### src/rtl/multicycle_control_pkg.sv
`default_nettype none
// ============================================================================
//  Module      : multicycle_control_pkg
//  Description : Shared definitions for the multicycle controller: FSM state
//                codes, instruction opcodes and ALUOp encodings.
//  Revision    : 1.0 - initial release
// ============================================================================
package multicycle_control_pkg;

    // State codes double as the 4-bit debug State output, so the values are
    // fixed. Codes 12..15 are unused and recover to FETCH.
    typedef enum logic [3:0] {
        S_FETCH     = 4'd0,
        S_DECODE    = 4'd1,
        S_MEM_ADDR  = 4'd2,
        S_MEM_READ  = 4'd3,
        S_MEM_WB    = 4'd4,
        S_MEM_WRITE = 4'd5,
        S_R_EXEC    = 4'd6,
        S_R_WB      = 4'd7,
        S_BRANCH    = 4'd8,
        S_JUMP      = 4'd9,
        S_I_EXEC    = 4'd10,
        S_I_WB      = 4'd11
    } state_t;

    // Opcodes (IR[31:26])
    localparam logic [5:0] c_OP_R    = 6'b000000;
    localparam logic [5:0] c_OP_LW   = 6'b100011;
    localparam logic [5:0] c_OP_SW   = 6'b101011;
    localparam logic [5:0] c_OP_BEQ  = 6'b000100;
    localparam logic [5:0] c_OP_BNE  = 6'b000101;
    localparam logic [5:0] c_OP_J    = 6'b000010;
    localparam logic [5:0] c_OP_ADDI = 6'b001000;
    localparam logic [5:0] c_OP_ORI  = 6'b001101;

    // ALUOp encodings; RTYPE defers to the funct field in the ALU control.
    localparam logic [2:0] c_ALUOP_NONE  = 3'b000;
    localparam logic [2:0] c_ALUOP_SUB   = 3'b001;
    localparam logic [2:0] c_ALUOP_ADD   = 3'b100;
    localparam logic [2:0] c_ALUOP_OR    = 3'b101;
    localparam logic [2:0] c_ALUOP_RTYPE = 3'b111;

endpackage
`default_nettype wire

### src/rtl/mc_opcode_decode.sv
`default_nettype none
// ============================================================================
//  Module      : mc_opcode_decode
//  Description : Combinational map from instruction opcode to the state that
//                follows DECODE, plus an illegal-opcode flag.
//  Ports       : opcode     - IR[31:26]
//                next_state - successor of DECODE
//                illegal    - opcode is not supported (next_state = FETCH)
//  Revision    : 1.0 - initial release
// ============================================================================
module mc_opcode_decode
    import multicycle_control_pkg::*;
(
    input  logic [5:0] opcode,
    output state_t     next_state,
    output logic       illegal
);

    always_comb begin
        next_state = S_FETCH;
        illegal    = 1'b0;
        case (opcode)
            c_OP_R:             next_state = S_R_EXEC;
            c_OP_LW, c_OP_SW:   next_state = S_MEM_ADDR;
            c_OP_BEQ, c_OP_BNE: next_state = S_BRANCH;
            c_OP_J:             next_state = S_JUMP;
            c_OP_ADDI, c_OP_ORI: next_state = S_I_EXEC;
            default:            illegal    = 1'b1;
        endcase
    end

endmodule
`default_nettype wire

### src/rtl/multicycle_control.sv
`default_nettype none
// ============================================================================
//  Module      : multicycle_control
//  Description : Moore-style control FSM for a multicycle MIPS-like datapath.
//  Ports       : clk, reset (async, active low)
//                Opcode   - IR[31:26], sampled in DECODE
//                Zero     - ALU zero flag, used in BRANCH
//                MemReady - memory handshake, access completes when 1
//                PCWrite, IorD, MemRead, MemWrite, IRWrite, MemtoReg, RegDst,
//                RegWrite, ALUSrcA, ALUSrcB[1:0], PCSource[1:0], ALUOp[2:0]
//                           - datapath controls
//                State[3:0] - current state (debug)
//                IllegalOp  - pulses in DECODE for an unsupported opcode
//  Parameters  : MEM_WAIT_EN - 1: memory states wait for MemReady,
//                              0: MemReady is treated as always 1
//  Revision    : 1.0 - initial release
// ============================================================================
module multicycle_control
    import multicycle_control_pkg::*;
#(
    parameter int unsigned MEM_WAIT_EN = 1
) (
    input  logic       clk,
    input  logic       reset,
    input  logic [5:0] Opcode,
    input  logic       Zero,
    input  logic       MemReady,
    output logic       PCWrite,
    output logic       IorD,
    output logic       MemRead,
    output logic       MemWrite,
    output logic       IRWrite,
    output logic       MemtoReg,
    output logic       RegDst,
    output logic       RegWrite,
    output logic       ALUSrcA,
    output logic [1:0] ALUSrcB,
    output logic [1:0] PCSource,
    output logic [2:0] ALUOp,
    output logic [3:0] State,
    output logic       IllegalOp
);

    state_t     r_state;
    logic [5:0] r_opcode;
    state_t     w_dec_next;
    logic       w_dec_illegal;
    logic       w_ready;

    assign w_ready = (MEM_WAIT_EN != 0) ? MemReady : 1'b1;

    mc_opcode_decode u_decode (
        .opcode     (Opcode),
        .next_state (w_dec_next),
        .illegal    (w_dec_illegal)
    );

    // State register. The opcode is captured on the DECODE edge so that the
    // execute/memory states are immune to IR changes after decode.
    always_ff @(posedge clk or negedge reset) begin
        if (!reset) begin
            r_state  <= S_FETCH;
            r_opcode <= '0;
        end else begin
            case (r_state)
                S_FETCH:     if (w_ready) r_state <= S_DECODE;
                S_DECODE: begin
                    r_state  <= w_dec_next;
                    r_opcode <= Opcode;
                end
                S_MEM_ADDR:  r_state <= (r_opcode == c_OP_LW) ? S_MEM_READ : S_MEM_WRITE;
                S_MEM_READ:  if (w_ready) r_state <= S_MEM_WB;
                S_MEM_WRITE: if (w_ready) r_state <= S_FETCH;
                S_R_EXEC:    r_state <= S_R_WB;
                S_I_EXEC:    r_state <= S_I_WB;
                default:     r_state <= S_FETCH;
            endcase
        end
    end

    assign State = r_state;

    // Output decode from the registered state. The only input terms are the
    // strobes qualified by MemReady/Zero and the DECODE illegal flag.
    always_comb begin
        PCWrite   = 1'b0;
        IorD      = 1'b0;
        MemRead   = 1'b0;
        MemWrite  = 1'b0;
        IRWrite   = 1'b0;
        MemtoReg  = 1'b0;
        RegDst    = 1'b0;
        RegWrite  = 1'b0;
        ALUSrcA   = 1'b0;
        ALUSrcB   = 2'b00;
        PCSource  = 2'b00;
        ALUOp     = c_ALUOP_NONE;
        IllegalOp = 1'b0;
        case (r_state)
            S_FETCH: begin
                MemRead = 1'b1;
                ALUSrcB = 2'b01;
                ALUOp   = c_ALUOP_ADD;
                IRWrite = w_ready;
                PCWrite = w_ready;
            end
            S_DECODE: begin
                ALUSrcB   = 2'b11;
                ALUOp     = c_ALUOP_ADD;
                IllegalOp = w_dec_illegal;
            end
            S_MEM_ADDR: begin
                ALUSrcA = 1'b1;
                ALUSrcB = 2'b10;
                ALUOp   = c_ALUOP_ADD;
            end
            S_MEM_READ: begin
                MemRead = 1'b1;
                IorD    = 1'b1;
            end
            S_MEM_WB: begin
                RegWrite = 1'b1;
                MemtoReg = 1'b1;
            end
            S_MEM_WRITE: begin
                IorD     = 1'b1;
                MemWrite = 1'b1;
            end
            S_R_EXEC: begin
                ALUSrcA = 1'b1;
                ALUOp   = c_ALUOP_RTYPE;
            end
            S_R_WB: begin
                RegWrite = 1'b1;
                RegDst   = 1'b1;
            end
            S_I_EXEC: begin
                ALUSrcA = 1'b1;
                ALUSrcB = 2'b10;
                ALUOp   = (r_opcode == c_OP_ORI) ? c_ALUOP_OR : c_ALUOP_ADD;
            end
            S_I_WB: begin
                RegWrite = 1'b1;
            end
            S_BRANCH: begin
                ALUSrcA  = 1'b1;
                ALUOp    = c_ALUOP_SUB;
                PCSource = 2'b01;
                PCWrite  = (r_opcode == c_OP_BNE) ? ~Zero : Zero;
            end
            S_JUMP: begin
                PCSource = 2'b10;
                PCWrite  = 1'b1;
            end
            default: ;
        endcase
    end

endmodule
`default_nettype wire

### config.mk
export PLATFORM = sky130hd
export DESIGN_NAME = multicycle_control
export DESIGN_NICKNAME = d
export VERILOG_FILES = /design/src/rtl/multicycle_control_pkg.sv /design/src/rtl/mc_opcode_decode.sv /design/src/rtl/multicycle_control.sv
export SDC_FILE = /design/constraint.sdc
export NUM_CORES = 1
export LEC_CHECK = 0
export BUFFER_PORTS_ARGS = -buffer_cell sky130_fd_sc_hd__buf_4
export CORE_MARGIN = 2
export CORE_UTILIZATION = 50
export CTS_CLUSTER_SIZE = 25
export DETAILED_ROUTE_END_ITERATION = 8
export PLACE_DENSITY = 0.81
export SYNTH_ARGS = -nofsm -noshare
export SYNTH_HDL_FRONTEND = slang
export SYNTH_SLANG_ARGS = --single-unit
### constraint.sdc
create_clock -name clk -period 2.6 [get_ports clk]
set_clock_uncertainty 0.15 [all_clocks]
set_input_delay 0.13 -clock clk [delete_from_list [all_inputs] [get_ports clk]]
set_output_delay 0.13 -clock clk [all_outputs]
set_load 0.05 [all_outputs]
# Word-level counts from Yosys, hierarchy flattened
# Index checks and enable logic that the tools add are counted.
# word_totals
register_bits	10
latch_bits	0
ramBits	0
mem_bits_ro	0
input_bits	10
output_inout_bits	21
mem_count	0
# op_classes
n_addsub	0
multipliers	0
div	0
order_cmp	0
n_eq_ne	24
shifts	0
muxes	22
bitwise	1
reduce_logical	13
# op_table
cell	count
$pmux W4 S7	1
$pmux W4 S5	1
$eq A6 B3 Y1 const B	3
$eq A6 B4 Y1 const B	3
$eq A6 B6 Y1 const B	3
$eq A4 B3 Y1 const B	4
$eq A4 B4 Y1 const B	4
$mux W1	12
$mux W4	3
$pmux W3 S4	1
$reduce_or A2 Y1	6
$eq A4 B2 Y1 const B	2
$reduce_or A8 Y1	1
$eq A6 B2 Y1 const B	1
$logic_not A6 Y1	1
$ne A2 B2 Y1 const B	3
$pmux W2 S3	1
$reduce_or A3 Y1	2
$eq A4 B1 Y1 const B	1
$logic_not A4 Y1	1
$pmux W2 S2	1
$reduce_or A4 Y1	1
$mux W3	1
$pmux W1 S3	1
2 further kinds	2

# Logic depth before layout (Yosys ltp)
# logic_depth
ltp_word	4
depth_mapped	5

# Modules after synthesis
# Synthesis repeated with hierarchy kept, for this count alone.
# hier_totals
cells_unflattened	107
area_unflattened_um2	919.6
# by_module_without_submodules
mod	instances	cells_each	area_each_um2	seq_area_each_um2
multicycle_control	1	87	798.3	250.2
mc_opcode_decode	1	20	121.4	0.0

# Worst setup path after synthesis
# Ideal clock, no wire load.
# synth_timing
path_type	reg-to-output
startpoint	register r_state[1] (netlist: State[1])
endpoint	output ALUOp[2]
t_arrival_ns	2.569
t_required_ns	2.320
path_slack_ns	-0.249
stages_incl_launch_ff	5
n_path_buf	2
path_cell_list	dfrtp_1 > buf_6 > clkbuf_1 > nor3_1 > a21o_1
# synth_between
elab_chain_cells	3
# synth_lines
item	line	rtl
start, declared	multicycle_control.sv:44	state_t r_state;
start signal, assigned	multicycle_control.sv:68	r_state <= w_dec_next;
start signal, assigned	multicycle_control.sv:71	S_MEM_ADDR: r_state <= (r_opcode == c_OP_LW) ? S_MEM_READ : S_MEM_WRITE;
$eq A4 B1 Y1 (tied with other cells)	multicycle_control.sv:99	case (r_state)
$reduce_or A3 Y1 (no line)	--	
$pmux W3 S4 *	multicycle_control.sv:99	
end, declared	multicycle_control.sv:39	output logic [2:0] ALUOp,
# Mark *: on every way between the ends. The rest lies on a longest branch, timed or not.

# Worst setup path in the final report
# layout_timing
startpoint	register r_state[1] (netlist: State[1])
endpoint	output IllegalOp
# layout_between
elab_chain_cells	2
# layout_lines
item	line	rtl
$eq A4 B1 Y1	multicycle_control.sv:99	
$mux W1	multicycle_control.sv:99	
end, declared	multicycle_control.sv:41	output logic IllegalOp
# No other way between the ends.

==> flow_metrics.env <==
export IMPL_drt_wirelength_per_cell_um=13.2
export IMPL_grt_ovfl_total=0
export IMPL_most_common_layout_cells="31 x buf_4, 14 x nor2_1, 10 x dfrtp_1"
export IMPL_port_buffers=30
export IMPL_yosys_top_cells_area="dfrtp_1 28%, mux2_2 7.5%, nor2_1 5.8%, a21oi_1 4.4%, nand2b_1 3.5%"
export IMPL_min_delay_path_class="input pin to flip-flop"
export IMPL_path_buf_inv=1
export IMPL_drc=0
export IMPL_cts_num_sinks=10
export IMPL_ctsResizeCount=0
export IMPL_drv_cap=0
export IMPL_clkLatencyLatePin_ns=0.26
export IMPL_powerDensity_nw_per_um2=574
export IMPL_drt_iter0_drc=10
export IMPL_place_congestion=0.725
export IMPL_status="completed"
export IMPL_irDropWorstVdd_mv=0.387
export IMPL_synth_area_leader_cell="dfrtp_1"
export IMPL_routed_wl_um=2110
export IMPL_grt_max_degree=21
export IMPL_ys_warnings_count=0
export IMPL_instances_no_fill=160
export IMPL_crit_family="simple AND/OR/NAND/NOR gates"
export IMPL_path_class="flip-flop to output pin"
export IMPL_worstPathArrival_ns=1.98
export IMPL_start_kind="flip-flop"
export IMPL_synth_edf_count=0
export IMPL_root_buffer="clkbuf_4"
export IMPL_ys_types=43
export IMPL_synth_fp_nets=119
export IMPL_gr_usage_all_layers=0.212
export IMPL_report_final_slew_viol_count=0
export IMPL_n_fill_cell=151
export IMPL_dieWidth_um=46.4
export IMPL_fin_area_um2=1160
export IMPL_hold_violations=0
export IMPL_tightest_slew_ns=0.692
export IMPL_dp_hpwl_um=1490
export IMPL_critPathRequiredTime_ns=2.32
export IMPL_cts_setup_buffers=0
export IMPL_fp_dieH_um=46.4
export IMPL_min_period_ns=2.26
export IMPL_min_period_over_period=0.871
export IMPL_synth_seq_area_share=0.278
export IMPL_synth_seq_cells=10
export IMPL_n_antenna_cell=0
export IMPL_core_um2=1710
export IMPL_crit_chain="nor4b_4, o31ai_1, nor2_1, buf_4"
export IMPL_htree_levels=1
export IMPL_synth_area_per_cell_um2=8.26
export IMPL_grt_pass1_wl_um=3260
export IMPL_postCtsHoldBufs=2
export IMPL_first_global_vias=756
export IMPL_slowest_delay_ns=0.64
export IMPL_final_common_cell="buf_4"
export IMPL_end_kind="output pin"
export IMPL_multi_input_area_um2=597
export IMPL_seq_area_um2=250
export IMPL_first_pass_iters=4
export IMPL_ios=31
export IMPL_rows=15
export IMPL_critPathMaxFanout=20
export IMPL_start_util=0.527
export IMPL_setup_violations=0
export IMPL_synth_top_area_frac=0.278
export IMPL_netlist_area_um2=901
export IMPL_syn_to_final_growth_pct=29.3
export IMPL_synthFlopType="dfrtp_1"
export IMPL_fin_hold_ws_ns=0.0277
export IMPL_cpMaxStageDelayCell="nor4b_4"
export IMPL_synthArstFlopShare=1.00
export IMPL_placed_cell_area_um2=1120
export IMPL_cts_max_path_buffers=2
export IMPL_rsz0062_at_grt="no"
export IMPL_cts_tree="built"
export IMPL_viasPerCell=5.54
export IMPL_achievable_frequency_mhz=442
export IMPL_die_area_um2=2160
export IMPL_clk_pin_slew_ns=0.06
export IMPL_antenna_found_initial=0
export IMPL_synth_cells=109
export IMPL_dr_total_vias=887
export IMPL_relSlewSlack=0.539
export IMPL_postRouteAntennaNets=0
export IMPL_dp_cells=155
export IMPL_final_net_count=147
export IMPL_p_leak_nw=0.487
export IMPL_numCtsBuffers=3
export IMPL_drive_gt1_frac=0.348
-- power by group --
part           internal (mW)  total, mW  switching, mW
sequential             0.195      0.230         0.0354
combinational          0.134      0.337          0.203
clock                 0.0532      0.101         0.0478
-- cell usage after synthesis, types with 2 or more instances --
cell type   n
a21o_1      2
nor2_1     14
xor2_1      2
o32ai_1     2
mux2_2      6
nand2_1     5
dfrtp_1    10
nor4_1      4
nor3_1      4
o21ai_0     3
a21oi_1     8
buf_2       4
nor2b_1     5
nand3_1     2
clkbuf_1    3
nand2b_1    5
nor3b_1     2
inv_1       3
-- flip-flops by register name (all words and copies together) (netlist names) --
| name | count |
|---|---|
| State | 4 |
| r_opcode | 6 |
-- area by class of cell --
| cell class | instances | area share |
|---|---|---|
| clock buffers | 3 | 0.0193 |
| multi-input cells | 86 | 0.512 |
| inverters | 3 | 0.00967 |
| repair buffers | 33 | 0.217 |
| flip-flops and latches | 10 | 0.215 |
| well taps | 25 | 0.0269 |
-- layer usage --
metal,wire length [µm],share of wire,global-route usage,up-vias
li1,-,-,-,451
met1,952,0.45,0.262,402
met2,1030,0.49,0.344,32
met3,106,0.050,0.0275,2
met4,16,0.0076,0.131,0
met5,0,0,0,-
-- through the flow --
step / power (mW) / TNS [ns] / setup WS (ns) / util
after global routing: 0.711 / 0 / 0.156 / 0.682
after CTS: 0.673 / 0 / 0.338 / 0.682
after detailed placement: 0.566 / 0 / 0.634 / 0.657
after global placement: 0.560 / 0 / 0.669 / 0.657
after floorplan: 0.477 / -0.730 / -0.249 / -
final: 0.668 / 0 / 0.336 / 0.682
-- worst paths after layout --
kind,startpoint,end,slack (ns),cells past startpoint
hold / removal,Opcode[0],r_opcode[0]$_DFFE_PN0P_,0.03,2
min in group asynchronous,reset,r_opcode[4]$_DFFE_PN0P_,0.10,2
hold reg to reg,r_opcode[4]$_DFFE_PN0P_,r_opcode[4]$_DFFE_PN0P_,0.36,1
max in group asynchronous,reset,r_opcode[5]$_DFFE_PN0P_,2.05,2
setup reg to reg,State[1]$_DFFE_PN0P_,State[2]$_DFFE_PN0P_,0.61,4
setup / recovery,State[1]$_DFFE_PN0P_,IllegalOp,0.34,4
-- cells by family (layout without fill, tap and decap cells) --
kind of cell    after synthesis  in the layout  synth area share
simple gates                 52             52             0.347
xor+xnor                      3              3            0.0292
flops                        10             10             0.278
mux                           7              7            0.0861
compound gates               24             24             0.188
buf+inv                      13             39            0.0722
Note: power is estimated with default switching activity, not from simulation.
